[src/rtl/adc_sample_capture.sv]
// Timer-triggered serial ADC front end: deserializes each conversion into a 16-bit sign-magnitude sample.
// Define CLIP_EN to clamp the shifted magnitude to CLIP_MAG[14:0].
module adc_sample_capture #(
  parameter int          ADC_BITS      = 12,
  parameter int          CLK_DIV       = 4,
  parameter int          CONV_CYCLES   = 2,
  parameter int          SAMPLE_PERIOD = 256,
  parameter int          OUT_SHIFT     = 3,
  parameter logic [15:0] CLIP_MAG      = 16'h3000
) (
  input  logic        clk,
  input  logic        rst,
  input  logic        enable,
  input  logic        adc_sdo,
  output logic        adc_cs_n,
  output logic        adc_sclk,
  output logic [15:0] x,
  output logic        x_valid,
  output logic        busy,
  output logic        overrun
);

  localparam int TW = (SAMPLE_PERIOD > 1) ? $clog2(SAMPLE_PERIOD) : 1;
  localparam int CW = (CONV_CYCLES > 1) ? $clog2(CONV_CYCLES) : 1;
  localparam int DW = (CLK_DIV > 1) ? $clog2(CLK_DIV) : 1;
  localparam int PW = $clog2(2 * ADC_BITS);
  localparam logic [ADC_BITS:0] HALF = {1'b0, 1'b1, {(ADC_BITS-1){1'b0}}};

`ifdef CLIP_EN
  localparam logic CLAMP_ON = 1'b1;
`else
  localparam logic CLAMP_ON = 1'b0;
`endif

  typedef enum logic [1:0] {IDLE, CONV, SHIFT, UPDATE} state_t;

  state_t              state_r, state_s;
  logic [TW-1:0]       timer_r;
  logic                trig_r;
  logic [CW-1:0]       conv_cnt_r;
  logic [DW-1:0]       div_cnt_r;
  logic [PW-1:0]       ph_cnt_r;
  logic [ADC_BITS-1:0] shift_r;
  logic                cs_n_r, sclk_r, busy_r, overrun_r, x_valid_r;
  logic [15:0]         x_r;
  logic                conv_end_s, div_end_s, ph_end_s;

  // Offset-binary code to sign-magnitude; codes below mid-scale are strictly negative, so no -0.
  function automatic logic [15:0] to_sign_mag(input logic [ADC_BITS-1:0] code);
    logic [ADC_BITS:0] mag;
    logic [14:0]       mag_sh;
    logic              neg;
    neg = ~code[ADC_BITS-1];
    if (code[ADC_BITS-1]) begin
      mag = {2'b00, code[ADC_BITS-2:0]};
    end else begin
      mag = HALF - {1'b0, code};
    end
    mag_sh = {{(14-ADC_BITS){1'b0}}, mag} << OUT_SHIFT;
    if (CLAMP_ON && (mag_sh > CLIP_MAG[14:0])) begin
      mag_sh = CLIP_MAG[14:0];
    end
    return {neg, mag_sh};
  endfunction

  // Sample-rate timer; the wrap is registered as the conversion trigger.
  always_ff @(posedge clk) begin
    if (rst || !enable) begin
      timer_r <= '0;
      trig_r  <= 1'b0;
    end else if (timer_r == TW'(SAMPLE_PERIOD - 1)) begin
      timer_r <= '0;
      trig_r  <= 1'b1;
    end else begin
      timer_r <= timer_r + TW'(1);
      trig_r  <= 1'b0;
    end
  end

  // FSM state register.
  always_ff @(posedge clk) begin
    if (rst) begin
      state_r <= IDLE;
    end else begin
      state_r <= state_s;
    end
  end

  // FSM next-state decode.
  always_comb begin
    state_s    = state_r;
    conv_end_s = (conv_cnt_r == CW'(CONV_CYCLES - 1));
    div_end_s  = (div_cnt_r == DW'(CLK_DIV - 1));
    ph_end_s   = (ph_cnt_r == PW'(2 * ADC_BITS - 1));
    case (state_r)
      IDLE:    if (trig_r) state_s = CONV; else state_s = IDLE;
      CONV:    if (conv_end_s) state_s = SHIFT; else state_s = CONV;
      SHIFT:   if (div_end_s && ph_end_s) state_s = UPDATE; else state_s = SHIFT;
      UPDATE:  state_s = IDLE;
      default: state_s = IDLE;
    endcase
  end

  // Serial interface timing, deserializer and output registers.
  always_ff @(posedge clk) begin
    if (rst) begin
      conv_cnt_r <= '0;
      div_cnt_r  <= '0;
      ph_cnt_r   <= '0;
      shift_r    <= '0;
      cs_n_r     <= 1'b1;
      sclk_r     <= 1'b0;
      busy_r     <= 1'b0;
      overrun_r  <= 1'b0;
      x_valid_r  <= 1'b0;
      x_r        <= 16'h0000;
    end else begin
      cs_n_r    <= ~((state_s == CONV) || (state_s == SHIFT));
      busy_r    <= (state_s != IDLE);
      overrun_r <= trig_r && (state_r != IDLE);
      x_valid_r <= 1'b0;
      case (state_r)
        CONV: begin
          conv_cnt_r <= conv_end_s ? '0 : conv_cnt_r + CW'(1);
        end
        SHIFT: begin
          if (div_end_s) begin
            div_cnt_r <= '0;
            sclk_r    <= ~sclk_r;
            ph_cnt_r  <= ph_end_s ? '0 : ph_cnt_r + PW'(1);
            // The edge that raises sclk captures the bit the ADC set up on the previous fall.
            if (!sclk_r) begin
              shift_r <= {shift_r[ADC_BITS-2:0], adc_sdo};
            end
          end else begin
            div_cnt_r <= div_cnt_r + DW'(1);
          end
        end
        UPDATE: begin
          x_r       <= to_sign_mag(shift_r);
          x_valid_r <= 1'b1;
        end
        default: begin
          conv_cnt_r <= '0;
          div_cnt_r  <= '0;
          ph_cnt_r   <= '0;
          sclk_r     <= 1'b0;
        end
      endcase
    end
  end

  assign adc_cs_n = cs_n_r;
  assign adc_sclk = sclk_r;
  assign x        = x_r;
  assign x_valid  = x_valid_r;
  assign busy     = busy_r;
  assign overrun  = overrun_r;

endmodule

[config.mk]
export PLATFORM = sky130hd
export DESIGN_NAME = adc_sample_capture
export DESIGN_NICKNAME = d
export VERILOG_FILES = /design/src/rtl/adc_sample_capture.sv
export SDC_FILE = /design/constraint.sdc
export NUM_CORES = 1
export LEC_CHECK = 0
export CORE_MARGIN = 2
export CORE_UTILIZATION = 47
export DETAILED_ROUTE_END_ITERATION = 12
export GPL_ROUTABILITY_DRIVEN = 0
export PLACE_DENSITY = 0.8
export SETUP_SLACK_MARGIN = 0.15
export SKIP_CTS_REPAIR_TIMING = 1
export SYNTH_ARGS = -nofsm -noshare
export SYNTH_HDL_FRONTEND = slang
export SYNTH_SLANG_ARGS = --single-unit
[constraint.sdc]
create_clock -name clk -period 3.4 [get_ports clk]
set_clock_uncertainty 0.15 [all_clocks]
set_input_delay 0.34 -clock clk [delete_from_list [all_inputs] [get_ports clk]]
set_output_delay 0.34 -clock clk [all_outputs]
set_load 0.01 [all_outputs]
==> results.sh, run 1 <==
export IMPL_cts_tree="yes"
export IMPL_yosysTopAreaCell="dfxtp_1"
export IMPL_layout_drive_gt1_share_pct=4.494
export IMPL_dr_pass1_iters=4
export IMPL_port_buffers=21
export IMPL_ys_seq_area_share_pct=45.90
export IMPL_fmax_mhz=517.2
export IMPL_hold_path_class="flip-flop to flip-flop"
export IMPL_ant_nets=0
export IMPL_yosysMostFrequentCell="dfxtp_1"
export IMPL_grt_usage_pct=16.10
export IMPL_start_util_pct=49.08
export IMPL_ys_types=46
export IMPL_avgViaCountPerCell=5.317
export IMPL_period_needed_ps=1934
export IMPL_synth_seq_cells=49
export IMPL_dieArea_um2=5102
export IMPL_grt_pass1_vias=1519
export IMPL_yosys_top_cells_count="49 x dfxtp_1, 35 x nor2_1, 33 x nand2_1"
export IMPL_outcome="completed"
export IMPL_insertion_delay_ps=310
export IMPL_antenna_cells=0
export IMPL_synth_edf_count=0
export IMPL_grt_remaining_overflow=0
export IMPL_synth_avg_cell_area_um2=8.548
export IMPL_synth_top_area_share_pct=45.90
export IMPL_fin_nets=275
export IMPL_hold_violations=0
export IMPL_clk_pin_slew_ps=80
export IMPL_clock_sinks=49
export IMPL_power_total_uw=921.8
export IMPL_h_tree_depth=2
export IMPL_root_buffer="clkbuf_8"
export IMPL_grt_pass1_wl_mm=6.492
export IMPL_power_density_nw_per_um2=381.1
export IMPL_clock_path_buffers=2
export IMPL_syn_area_um2=2137
export IMPL_drv_slew=0
export IMPL_tightest_slew_ps=807.7
export IMPL_num_rows=24
export IMPL_grt_max_degree=31
export IMPL_slew_headroom_pct=45.95
export IMPL_path_class="flip-flop to flip-flop"
export IMPL_cp_max_fo=15
export IMPL_syn_instance_count=250
export IMPL_tns_ps=0
export IMPL_drt_initial_drc_count=57
export IMPL_hpwl_mm=2.554
export IMPL_synthFlopType="dfxtp_1"
export IMPL_drt_wl_total_mm=3.686
export IMPL_io_pins=25
export IMPL_cp_start_kind="flip-flop"
export IMPL_yosysWarnings=0
export IMPL_netlist_top_cells_area="dfxtp_1 46%, nor2_1 6.1%, a21oi_1 6.1%, nand2_1 5.8%, ha_1 2.9%"
export IMPL_leakagePower_uw=0.0008600
export IMPL_fp_dieW_um=71.43
export IMPL_antenna_found_initial=0
export IMPL_drc=0
export IMPL_period_share_pct=56.87
export IMPL_async_reset_ff_share_pct=0
export IMPL_setup_viol=0
export IMPL_fp_dieH_um=71.43
export IMPL_numCtsBuffers=5
export IMPL_end_kind="flip-flop"
export IMPL_wl_per_cell_um=11.55
export IMPL_rsz0062_at_grt="no"
export IMPL_drv_cap=0
export IMPL_vias=1696
export IMPL_areaGrowthSynthToFinish_pct=13.17
export IMPL_ir_worst_vdd_uv=233.8
export IMPL_required_ps=3490
export IMPL_design_core_area_um2=4354
export IMPL_arrival_ps=2030
[report_power, final]
part	internal, µW	switching [µW]	total [µW]
sequential	574	0.749	575
clock	143	187	329
combinational	5.68	11.6	17.3
total	723	199	922
[placed cells by master, fill, tap and decap left out, types with 2 or more instances in the layout]
cell type / count
a211oi_1: 6
a21oi_1: 26
a22o_1: 2
a22oi_1: 2
a31oi_1: 5
and2_1: 2
clkbuf_8: 5
clkdlybuf4s50_1: 21
clkinv_2: 2
conb_1: 3
dfxtp_1: 49
ha_1: 5
inv_1: 6
mux2i_1: 4
nand2_1: 33
nand2b_1: 5
nand3_1: 7
nand4_1: 2
nor2_1: 35
nor3_1: 8
nor3b_1: 2
o21ai_0: 3
or3_1: 3
xnor2_1: 5
xor2_1: 5
[through the flow]
step                util [%]  area [µm²]  std cells  setup slack, ps  hold WS (ps)
floorplan                  -        2145        252             1834         267.6
global placement       53.65        2336        311             1321         284.0
detailed placement     53.65        2336        311             1326         292.5
CTS                    55.55        2419        319             1460         306.8
global route           55.55        2419        319             1206         333.2
finish                 55.55        2419        319             1466         306.7
[cell families (layout without fill, tap and decap cells)]
kind of cell,count (synthesis),after routing,share of synthesized area (%)
mux,4,4,1.874
simple gates,109,109,25.06
compound gates,51,51,14.64
fa+ha+maj,5,5,2.927
buf+inv,21,36,5.327
xor+xnor,10,10,4.098
other cells,1,3,0.1755
flops,49,49,45.90
[layer usage]
layer	global-route usage, %	routed length, µm	vias up
li1	-	-	887
met1	19.61	1727	774
met2	26.13	1731	30
met3	4.360	172	5
met4	8.176	55	0
met5	0	0	-
[critical path: stages (launching register included)]
cell and delay, ps:
dfxtp_1 470, nand3b_2 320, nor2_1 640, nand2_1 140, a21oi_1 150
[area by class of cell]
class / instances / area (µm²)
clock inverters: 2 / 10.01
multi-input cells: 182 / 1050
fillers: 414 / 1936
well taps: 52 / 65.06
inverters: 6 / 22.52
clock buffers: 6 / 72.57
repair buffers: 22 / 217.7
flip-flops and latches: 49 / 980.9
[registers in the layout, summed over array words and instances, names as in the netlist]
| register | flops |
|---|---|
| adc_sclk | 1 |
| x_valid | 1 |
| state_r | 2 |
| shift_r | 12 |
| ph_cnt_r | 5 |
| div_cnt_r | 2 |
| x | 13 |
| overrun | 1 |
| conv_cnt_r | 1 |
| busy | 1 |
| adc_cs_n | 1 |
| timer_r | 8 |
| trig_r | 1 |
[final timing paths]
| check | endpoint | start | cells past startpoint | slack, ps |
|---|---|---|---|---|
| setup reg to reg | shift_r[1] | state_r[0] | 4 | 1470 |
| setup / recovery | shift_r[1] | state_r[0] | 4 | 1470 |
| hold reg to reg | x[3] | x[3] | 2 | 310 |
| hold / removal | x[3] | x[3] | 2 | 310 |
Power figures use the tool's default switching activity.
==> inputs of run 2 (changes only) <==
==> constraint.sdc (replaced) <==
create_clock -name clk -period 1.8 [get_ports clk]
set_clock_uncertainty 0.15 [all_clocks]
set_input_delay 0.18 -clock clk [delete_from_list [all_inputs] [get_ports clk]]
set_output_delay 0.18 -clock clk [all_outputs]
set_load 0.01 [all_outputs]
==> results.sh, run 2 (synthesis gave the netlist of run 1 again) <==
export IMPL_r2r_end="adc_cs_n"
export IMPL_setup_viol=0
export IMPL_mostFrequentLayoutCells="45 x dfxtp_1, 35 x nor2_1, 33 x nand2_1, 25 x a21oi_1, 21 x clkdlybuf4s50_1"
export IMPL_root_buffer="clkbuf_8"
export IMPL_vias=1752
export IMPL_endpoint="adc_cs_n"
export IMPL_rsz0062_at_grt="no"
export IMPL_clock_sinks=49
export IMPL_ir_worst_vdd_uv=480.6
export IMPL_drv_slew=0
export IMPL_swShare_pct=20.57
export IMPL_grt_pass1_vias=1699
export IMPL_min_path_cells=3
export IMPL_grt_remaining_overflow=0
export IMPL_grt_pass1_wl_mm=7.327
export IMPL_final_cells=330
export IMPL_io_pins=25
export IMPL_cp_top_family="adder cells"
export IMPL_cp_num_cells=5
export IMPL_cp_max_fo=6
export IMPL_largest_register_ffs=13
export IMPL_required_ps=1830
export IMPL_period_share_pct=87.48
export IMPL_avgViaCountPerCell=5.309
export IMPL_areaGrowthSynthToFinish_pct=19.15
export IMPL_grt_busiest_layer="met2"
export IMPL_wl_per_cell_um=12.92
export IMPL_p_sw_uw=355.4
export IMPL_dpl_cell_count=321
export IMPL_cpPeakStageDelay_ps=400
export IMPL_tns_ps=0
export IMPL_grt_use_met1_pct=21.09
export IMPL_grt_usage_pct=17.85
export IMPL_pwr_share_clk_pct=35.1
export IMPL_ff2ff_path_depth=5
export IMPL_mostFrequentLayoutCell="dfxtp_1"
export IMPL_drv_cap=0
export IMPL_port_buffers=21
export IMPL_dr_pass1_iters=5
export IMPL_whs_ps=283.8
export IMPL_grt_max_degree=32
export IMPL_timing_rr_start="div_cnt_r[0]"
export IMPL_end_kind="flip-flop"
export IMPL_dieArea_um2=5102
export IMPL_regToRegSetupSlack_ps=230
export IMPL_antenna_cells=0
export IMPL_cp_slowest_cell="dfxtp_1"
export IMPL_h_tree_depth=2
export IMPL_hpwl_mm=3.051
export IMPL_path_class="flip-flop to flip-flop"
export IMPL_clock_path_buffers=2
export IMPL_insertion_delay_ps=290
export IMPL_grtUsageMet3_pct=4.641
export IMPL_start_util_pct=49.08
export IMPL_layout_drive_gt1_share_pct=11.51
export IMPL_seq_power_share_pct=62.8
export IMPL_ant_nets=0
export IMPL_fp_dieH_um=71.43
export IMPL_outcome="completed"
export IMPL_drt_initial_drc_count=137
export IMPL_path_cells="ha_4 > and3b_1 > a22oi_2 > ha_1 > nand2b_1"
export IMPL_path_buf_inv=0
export IMPL_numCtsBuffers=5
export IMPL_drt_wl_total_mm=4.263
export IMPL_antenna_found_initial=0
export IMPL_fmax_mhz=635.1
export IMPL_hold_violations=0
export IMPL_arrival_ps=1610
export IMPL_drc=0
export IMPL_cp_start_kind="flip-flop"
export IMPL_fill_cells=404
export IMPL_leakagePower_uw=0.0009098
export IMPL_hold_path_class="primary input to flip-flop"
export IMPL_period_needed_ps=1575
export IMPL_num_rows=24
export IMPL_final_util_pct=58.48
export IMPL_fin_nets=286
export IMPL_crit_start="div_cnt_r[0]"
export IMPL_power_density_nw_per_um2=678.5
export IMPL_grt_use_met2_pct=31.69
export IMPL_combinationalPowerShare_pct=2.1
export IMPL_design_core_area_um2=4354
export IMPL_p_int_uw=1372
export IMPL_clk_pin_slew_ps=80
export IMPL_cts_tree="yes"
export IMPL_fp_dieW_um=71.43
export IMPL_power_total_uw=1728
-- run 2: cell count changes in the layout (fill, tap and decap cells not counted), sizes merged --
cell    delta
buf       +11
clkbuf     +2
clkinv     -2
-- run 2: power groups by stage --
stage | Combinational (µW) | Clock, µW | Sequential (µW)
2_1_floorplan | 25.7 | 0 | 1110
3_3_place_gp | 34.4 | 0 | 1110
3_5_place_dp | 35.5 | 0 | 1110
4_1_cts | 35.5 | 632 | 1090
5_1_grt | 39.8 | 677 | 1090
6_report | 35.9 | 607 | 1080
-- run 2: how the worst min path moves through the flow --
stage | from | end
3_5_place_dp | timer_r[0] | timer_r[0]
4_1_cts | adc_sdo | shift_r[0]
3_3_place_gp | timer_r[0] | timer_r[0]
5_1_grt | adc_sdo | shift_r[0]
6_report | adc_sdo | shift_r[0]
2_1_floorplan | rst | x_valid
-- run 2: layer usage --
metal  vias up  part of all wire, %
met5         -                    0
met4         0                  1.9
met3        10                  3.1
met2        33                   51
met1       804                   44
li1        905                    -
-- run 2: layout make-up --
class / count / area (µm²) / share of cell area (%)
clock buffers: 8 / 80.08 / 3.145
inverters: 6 / 22.52 / 0.8845
multi-input cells: 182 / 1090 / 42.80
flip-flops and latches: 49 / 988.4 / 38.82
well taps: 52 / 65.06 / 2.555
repair buffers: 33 / 300.3 / 11.79
-- run 2: worst min-delay path: cells and delay by family --
| family | cells | cell delay [ps] |
|---|---|---|
| buffers and inverters | 1 | 400 |
| AND/OR/NAND/NOR | 1 | 60 |
| AO/OA/AOI/OAI | 1 | 50 |
-- run 2: through the flow --
step                instance area (µm²)  setup WS [ps]
floorplan                          2145          234.2
CTS                                2491          87.78
detailed placement                 2411          103.6
global placement                   2411          138.5
global route                       2546          148.8
finish                             2546          225.4
